[src/rtl/dns_pkg.sv]
// Shared state encoding and bus widths for the DNS request queue.
package dns_pkg;

  typedef enum logic [2:0] {
    IDLE,
    ISSUE,
    WAIT_RES,
    GET_TIME,
    RESPOND,
    FLUSH
  } dnsq_state_t;

  localparam int ADDR_W_C = 8;
  localparam int IDX_W_C  = 16;
  localparam int TIME_W_C = 8;

endpackage

[src/rtl/dnsq_fifo.sv]
// DEPTH x WIDTH synchronous FIFO with first-word-fall-through read data; zero-latency pop.
// Pushes while full and pops while empty are ignored, so the caller's push stalls on full.
module dnsq_fifo #(
  parameter int DEPTH = 4,
  parameter int WIDTH = 8
) (
  input  logic                         clk,
  input  logic                         rst,
  input  logic                         push,
  input  logic [WIDTH-1:0]             push_dat,
  input  logic                         pop,
  output logic [WIDTH-1:0]             pop_dat,
  output logic                         full,
  output logic                         empty,
  output logic [$clog2(DEPTH+1)-1:0]   count
);

  localparam int PTR_W = $clog2(DEPTH);
  localparam int CNT_W = $clog2(DEPTH+1);

  logic [WIDTH-1:0] mem [DEPTH];
  logic [PTR_W-1:0] wr_ptr;
  logic [PTR_W-1:0] rd_ptr;
  logic             do_push;
  logic             do_pop;

  // full/empty come from the registered count, so push+pop while full does not push
  assign full    = (count == CNT_W'(DEPTH));
  assign empty   = (count == '0);
  assign do_push = push && !full;
  assign do_pop  = pop && !empty;
  assign pop_dat = mem[rd_ptr];

  always_ff @(posedge clk) begin
    if (do_push) mem[wr_ptr] <= push_dat;
  end

  always_ff @(posedge clk) begin
    if (rst) begin
      wr_ptr <= '0;
      rd_ptr <= '0;
      count  <= '0;
    end else begin
      if (do_push) wr_ptr <= wr_ptr + 1'b1;
      if (do_pop)  rd_ptr <= rd_ptr + 1'b1;
      case ({do_push, do_pop})
        2'b10:   count <= count + 1'b1;
        2'b01:   count <= count - 1'b1;
        default: count <= count;
      endcase
    end
  end

endmodule

[src/rtl/dns_request_queue.sv]
// Queues client address requests and runs one DNS lookup at a time; client_res to resp_valid is 2 cycles.
// Response held until resp_ready; DNSQ_TIMEOUT_EN adds a WAIT_RES watchdog and a FLUSH state.
module dns_request_queue
  import dns_pkg::*;
#(
  parameter int DEPTH  = 4,
  parameter int ADDR_W = ADDR_W_C,
  parameter int IDX_W  = IDX_W_C
`ifdef DNSQ_TIMEOUT_EN
  , parameter int TIMEOUT_CYCLES = 32
`endif
) (
  input  logic                clk,
  input  logic                rst,
  input  logic                req_valid,
  input  logic [ADDR_W-1:0]   req_addr,
  output logic                req_ready,
  output logic                client_req,
  output logic [ADDR_W-1:0]   web_addr,
  input  logic                client_res,
  input  logic [IDX_W-1:0]    webpage_idx_in,
  input  logic [TIME_W_C-1:0] exec_time_in,
  output logic                resp_valid,
  input  logic                resp_ready,
  output logic [ADDR_W-1:0]   resp_addr,
  output logic [IDX_W-1:0]    resp_idx,
  output logic [TIME_W_C-1:0] resp_time,
  output logic                resp_err
);

  localparam int CNT_W = $clog2(DEPTH+1);

  dnsq_state_t       state_q;
  dnsq_state_t       state_d;
  logic [ADDR_W-1:0] fifo_dout;
  logic              fifo_full;
  logic              fifo_empty;
  logic [CNT_W-1:0]  fifo_count;
  logic              pop;
  logic              resp_accept;

  assign req_ready   = !fifo_full;
  assign pop         = (state_q == IDLE) && !fifo_empty;
  assign resp_accept = resp_valid && resp_ready;

  dnsq_fifo #(
    .DEPTH (DEPTH),
    .WIDTH (ADDR_W)
  ) u_fifo (
    .clk      (clk),
    .rst      (rst),
    .push     (req_valid),
    .push_dat (req_addr),
    .pop      (pop),
    .pop_dat  (fifo_dout),
    .full     (fifo_full),
    .empty    (fifo_empty),
    .count    (fifo_count)
  );

  always_ff @(posedge clk) begin
    if (!rst) assert ((fifo_empty == (fifo_count == '0)) && (fifo_full == (fifo_count == CNT_W'(DEPTH))));
  end

`ifdef DNSQ_TIMEOUT_EN
  localparam logic [7:0] TO_LAST = 8'(TIMEOUT_CYCLES - 1);

  logic [7:0] wait_cnt;
  logic       timeout;
  logic       flush_done;

  assign timeout    = (state_q == WAIT_RES) && !client_res && (wait_cnt == TO_LAST);
  assign flush_done = client_res || (wait_cnt == TO_LAST);

  // Counter restarts on every state change, which covers entry to both WAIT_RES and FLUSH
  always_ff @(posedge clk) begin
    if (rst) begin
      wait_cnt <= '0;
      resp_err <= 1'b0;
    end else begin
      wait_cnt <= (state_d != state_q) ? 8'd0 : wait_cnt + 8'd1;
      if ((state_q == WAIT_RES) && client_res) resp_err <= 1'b0;
      if (timeout) resp_err <= 1'b1;
    end
  end
`else
  assign resp_err = 1'b0;
`endif

  always_comb begin
    state_d    = state_q;
    client_req = 1'b0;
    case (state_q)
      IDLE:     if (!fifo_empty) state_d = ISSUE;
      ISSUE: begin
        client_req = 1'b1;
        state_d    = WAIT_RES;
      end
      WAIT_RES: begin
        if (client_res) state_d = GET_TIME;
`ifdef DNSQ_TIMEOUT_EN
        else if (timeout) state_d = FLUSH;
`endif
      end
      GET_TIME: state_d = RESPOND;
      RESPOND:  if (resp_accept) state_d = IDLE;
`ifdef DNSQ_TIMEOUT_EN
      // An error response may already be taken while the late completion is absorbed
      FLUSH:    if (flush_done) state_d = (resp_valid && !resp_ready) ? RESPOND : IDLE;
`endif
      default:  state_d = IDLE;
    endcase
  end

  always_ff @(posedge clk) begin
    if (rst) begin
      state_q    <= IDLE;
      web_addr   <= '0;
      resp_valid <= 1'b0;
      resp_addr  <= '0;
      resp_idx   <= '0;
      resp_time  <= '0;
    end else begin
      state_q <= state_d;
      if (pop) web_addr <= fifo_dout;
      if ((state_q == WAIT_RES) && client_res) begin
        resp_idx  <= webpage_idx_in;
        resp_addr <= web_addr;
      end
      if (state_q == GET_TIME) begin
        resp_time  <= exec_time_in;
        resp_valid <= 1'b1;
      end
      if ((state_q == RESPOND) && resp_accept) resp_valid <= 1'b0;
`ifdef DNSQ_TIMEOUT_EN
      if (timeout) begin
        resp_idx   <= '0;
        resp_time  <= '1;
        resp_addr  <= web_addr;
        resp_valid <= 1'b1;
      end
      if ((state_q == FLUSH) && resp_accept) resp_valid <= 1'b0;
`endif
    end
  end

endmodule

[config.mk]
export PLATFORM = sky130hd
export DESIGN_NAME = dns_request_queue
export DESIGN_NICKNAME = d
export VERILOG_FILES = /design/src/rtl/dns_pkg.sv /design/src/rtl/dnsq_fifo.sv /design/src/rtl/dns_request_queue.sv
export SDC_FILE = /design/constraint.sdc
export NUM_CORES = 1
export LEC_CHECK = 0
export ABC_CLOCK_PERIOD_IN_PS = 2700
export BUFFER_PORTS_ARGS = -buffer_cell sky130_fd_sc_hd__buf_4
export CAP_MARGIN = 15
export CORE_ASPECT_RATIO = 0.75
export CORE_MARGIN = 2
export CORE_UTILIZATION = 52
export CTS_BUF_LIST = sky130_fd_sc_hd__clkbuf_16
export CTS_CLUSTER_SIZE = 40
export DETAILED_ROUTE_END_ITERATION = 8
export GPL_TIMING_DRIVEN = 0
export PLACE_DENSITY = 0.78
export SLEW_MARGIN = 15
export SYNTH_ARGS = -nofsm -noshare
export SYNTH_HDL_FRONTEND = slang
export SYNTH_SLANG_ARGS = --single-unit
[constraint.sdc]
create_clock -name clk -period 2.7 [get_ports clk]
set_input_delay 0.54 -clock clk [delete_from_list [all_inputs] [get_ports clk]]
set_output_delay 0.54 -clock clk [all_outputs]
set_load 0.03 [all_outputs]
==> flow_summary_export.csv <==
group,metric,value,unit
status,status,"finished, final reports clean",
die,initial_core_util,0.5470,
sta,relSlewSlack,0.5604,
synth,yosys_warnings,0,
synth,ys_async_sr_fraction,0,
routing,drt-pass1-iter-count,4,
sta,final.period_utilization,0.9143,
die,die_y,72.32,um
clock_network,numCtsBuffers,9,
final_layout,drive_gt1_frac,0.3105,
clock_network,clockBufferDepth,2,
pwr,p_per_area,973.9,nW/um^2
synth,synth_area_per_cell,11.27,sq um
sta,finalHoldViolCount,0,
placement,post-dp-hpwl,4.776,mm
final_layout,area_growth,30.36,%
synth,yosys.area.top_type,"dfxtp_1",
sta,finalSetupTns,0,ns
clock_network,post_cts_resized,0,
die,io_pins,81,
synth,syn_area,3236,sq um
synth,synth_seq_area_share,0.6125,
clock_network,clkLatencyLatePin,0.33,ns
critical_path,path_common_cell,"or3_1",
clock_network,cts_tree,"done",
synth,synth_top_area_frac,0.3155,
synth,synth_edf_count,32,
clock_network,hold_buffers,0,
critical_path,crit_path_end_kind,"flop",
critical_path,cp.depth,10,
synth,synth-main-ff-cell,"dfxtp_1",
global_routing,grtUsageTotal,0.2127,
min_path,min_path_type,"in2reg",
final_layout,finalNetCount,418,
critical_path,r2r-end,"u_fifo.count[2]",
routing,drt-total-wl,6.797,mm
clock_network,cts_sinks,83,
critical_path,cp.arrival,2.73,ns
sta,period_needed,2.469,ns
routing,ant_nets,0,
final_layout,register_area,1982,sq um
final_layout,n_antenna_cell,0,
sta,whs,0.4088,ns
synth,synthTopCellsByCount,"51 x dfxtp_1, 50 x nand2_1, 39 x a21oi_1",
clock_network,cts_max_level,3,
critical_path,cp-startpoint,"state_q[2]",
clock_network,post_cts_buffers,0,
global_routing,grt_overflow,0,
final_layout,fill_cells,406,
critical_path,crit_path_cell_trace,"buf_6 -> or3_1 -> buf_2 -> nor2_2 -> ha_1 -> inv_1 -> fa_1 -> xor2_1 -> or3_1 -> a21oi_1",
placement,gp_congestion,0.7521,
global_routing,antenna_found_initial,0,
synth,synthMostInstantiatedCell,"dfxtp_1",
synth,netlist_instances,287,
global_routing,grt_pass1_wl,10.89,mm
critical_path,crit_required,2.96,ns
critical_path,reg2regPathDepth,10,
final_layout,multi_input_area,1102,sq um
final_layout,utilization,0.7130,
die,die-area,6876,sq um
clock_network,clockRootBuffer,"clkbuf_16",
critical_path,timing.critical_path.buf_inv,3,
critical_path,crit_type,"reg2reg",
critical_path,slowest_stage,"or3_1",
critical_path,cp_max_fo,10,
placement,port_buffers,77,
routing,vias,2408,
critical_path,cp-endpoint,"u_fifo.count[2]",
synth,yosysUniqueCellTypes,36,
pwr,p_leak,1.712,nW
die,die_w,95.09,um
routing,drtIter0Drc,170,
critical_path,start_kind,"flop",
run,cap_violations,0,
pwr,max-vdd-ir-drop,0.5108,mV
clock_network,clk_pin_slew,0.06,ns
critical_path,r2r-start,"state_q[2]",
synth,synth_area_leaders,"dfxtp_1 32%, edfxtp_1 30%, a21oi_1 6.0%",
synth,synth_nets,330,
synth,yosys_register_bits,83,
global_routing,grt_pass1_vias,2395,
die,coreArea,5916,sq um
sta,fmax,405.1,MHz
critical_path,max_stage_delay,0.39,ns
sta,drv_slew,0,
critical_path,path_delay_family,"simple AND/OR/NAND/NOR gates",
min_path,min_delay_path_depth,1,
die,rows,24,
sta,rsz0062_at_grt,"no",
sta,finalSetupViolCount,0,
sta,tightest_slew,0.6559,ns
routing,drc,0,
critical_path,rrSetupSlack,0.23,ns
pwr,p_total,0.004108,W
routing,wire_per_inst,14.84,um
sta,finClkSkew,0.005797,ns
routing,detail_route.vias_per_cell,5.258,
global_routing,grt_max_degree,15,
## logic make-up after synthesis
kind of cell / share of synthesized area
and+or+nand+nor: 0.1276
DFF: 0.6125
AOI/OAI and AO/OA: 0.09474
buffers and inverters: 0.04679
muxes: 0.08353
adders and majority gates: 0.02552
xor gates and xnor gates: 0.008122
other: 0.001159
## worst min-delay path by stage
stage,end,from
2_1_floorplan,u_fifo.count[2],u_fifo.count[2]
3_3_place_gp,resp_idx[5],resp_idx[5]
3_5_place_dp,resp_idx[3],resp_idx[3]
4_1_cts,u_fifo.mem[2][4],req_addr[4]
5_1_grt,u_fifo.mem[0][4],req_addr[4]
6_report,u_fifo.mem[0][4],req_addr[4]
## metal layers
metal | track usage | share of wire | up-vias
met2 | 0.3419 | 0.48 | 79
met3 | 0.07580 | 0.070 | 9
met1 | 0.2720 | 0.44 | 1141
met5 | 0 | 0 | -
met4 | 0.06763 | 0.011 | 0
li1 | - | - | 1179
## layout by cell type, fill, tap and decap left out, types with 2 or more instances in the layout
cell type,instances
a21oi_1,39
ha_1,5
a211oi_1,2
nor2_1,12
edfxtp_1,32
xor2_1,2
clkbuf_1,8
buf_2,10
inv_1,8
dfxtp_1,51
mux4_2,8
clkbuf_16,11
and3_1,4
nor3_1,2
buf_4,81
a21o_1,2
nand3_1,10
nand2_1,50
or3_1,4
o21ai_0,10
mux2i_1,9
## per-stage QoR
stage	cell area, sq um	setup slack, ns	instances
floorplan	3236	0.4458	287
global placement	3911	0.2968	442
detailed placement	3911	0.2558	442
CTS	4218	0.2281	458
global route	4218	0.06011	458
finish	4218	0.2313	458
## where the power goes
| group | internal [W] | switching [W] | leakage [nW] |
|---|---|---|---|
| Combinational | 0.000506 | 0.000791 | 0.849 |
| Clock | 0.000733 | 0.000475 | 0.156 |
| Sequential | 0.00149 | 0.000112 | 0.707 |
## worst reg2reg max path: cells and delay by family, from the launching register on
family	cells	cell delay, ns
XOR/XNOR	1	0.16
adder cells (fa/ha/maj)	2	0.58
AO/OA/AOI/OAI	1	0.14
AND/OR/NAND/NOR	3	0.82
buffers and inverters	3	0.40
flip-flops	1	0.31
## sequential cells by signal, indices dropped and copies added, names as in the netlist
| name | flops |
|---|---|
| u_fifo.mem | 32 |
| resp_idx | 16 |
| web_addr | 8 |
| resp_addr | 8 |
| state_q | 3 |
| u_fifo.rd_ptr | 2 |
| u_fifo.wr_ptr | 2 |
| u_fifo.count | 3 |
| resp_valid | 1 |
| resp_time | 8 |
## area by class of cell
| class | count | share of cell area |
|---|---|---|
| Buffer | 24 | 0.02966 |
| Clock buffer | 11 | 0.06526 |
| Clock inverter | 5 | 0.007416 |
| Inverter | 7 | 0.006230 |
| Multi-Input combinational cell | 173 | 0.2613 |
| Sequential cell | 83 | 0.4699 |
| Tap cell | 78 | 0.02314 |
| Timing Repair Buffer | 77 | 0.1371 |
No activity file was read; power rests on OpenSTA's default activity.
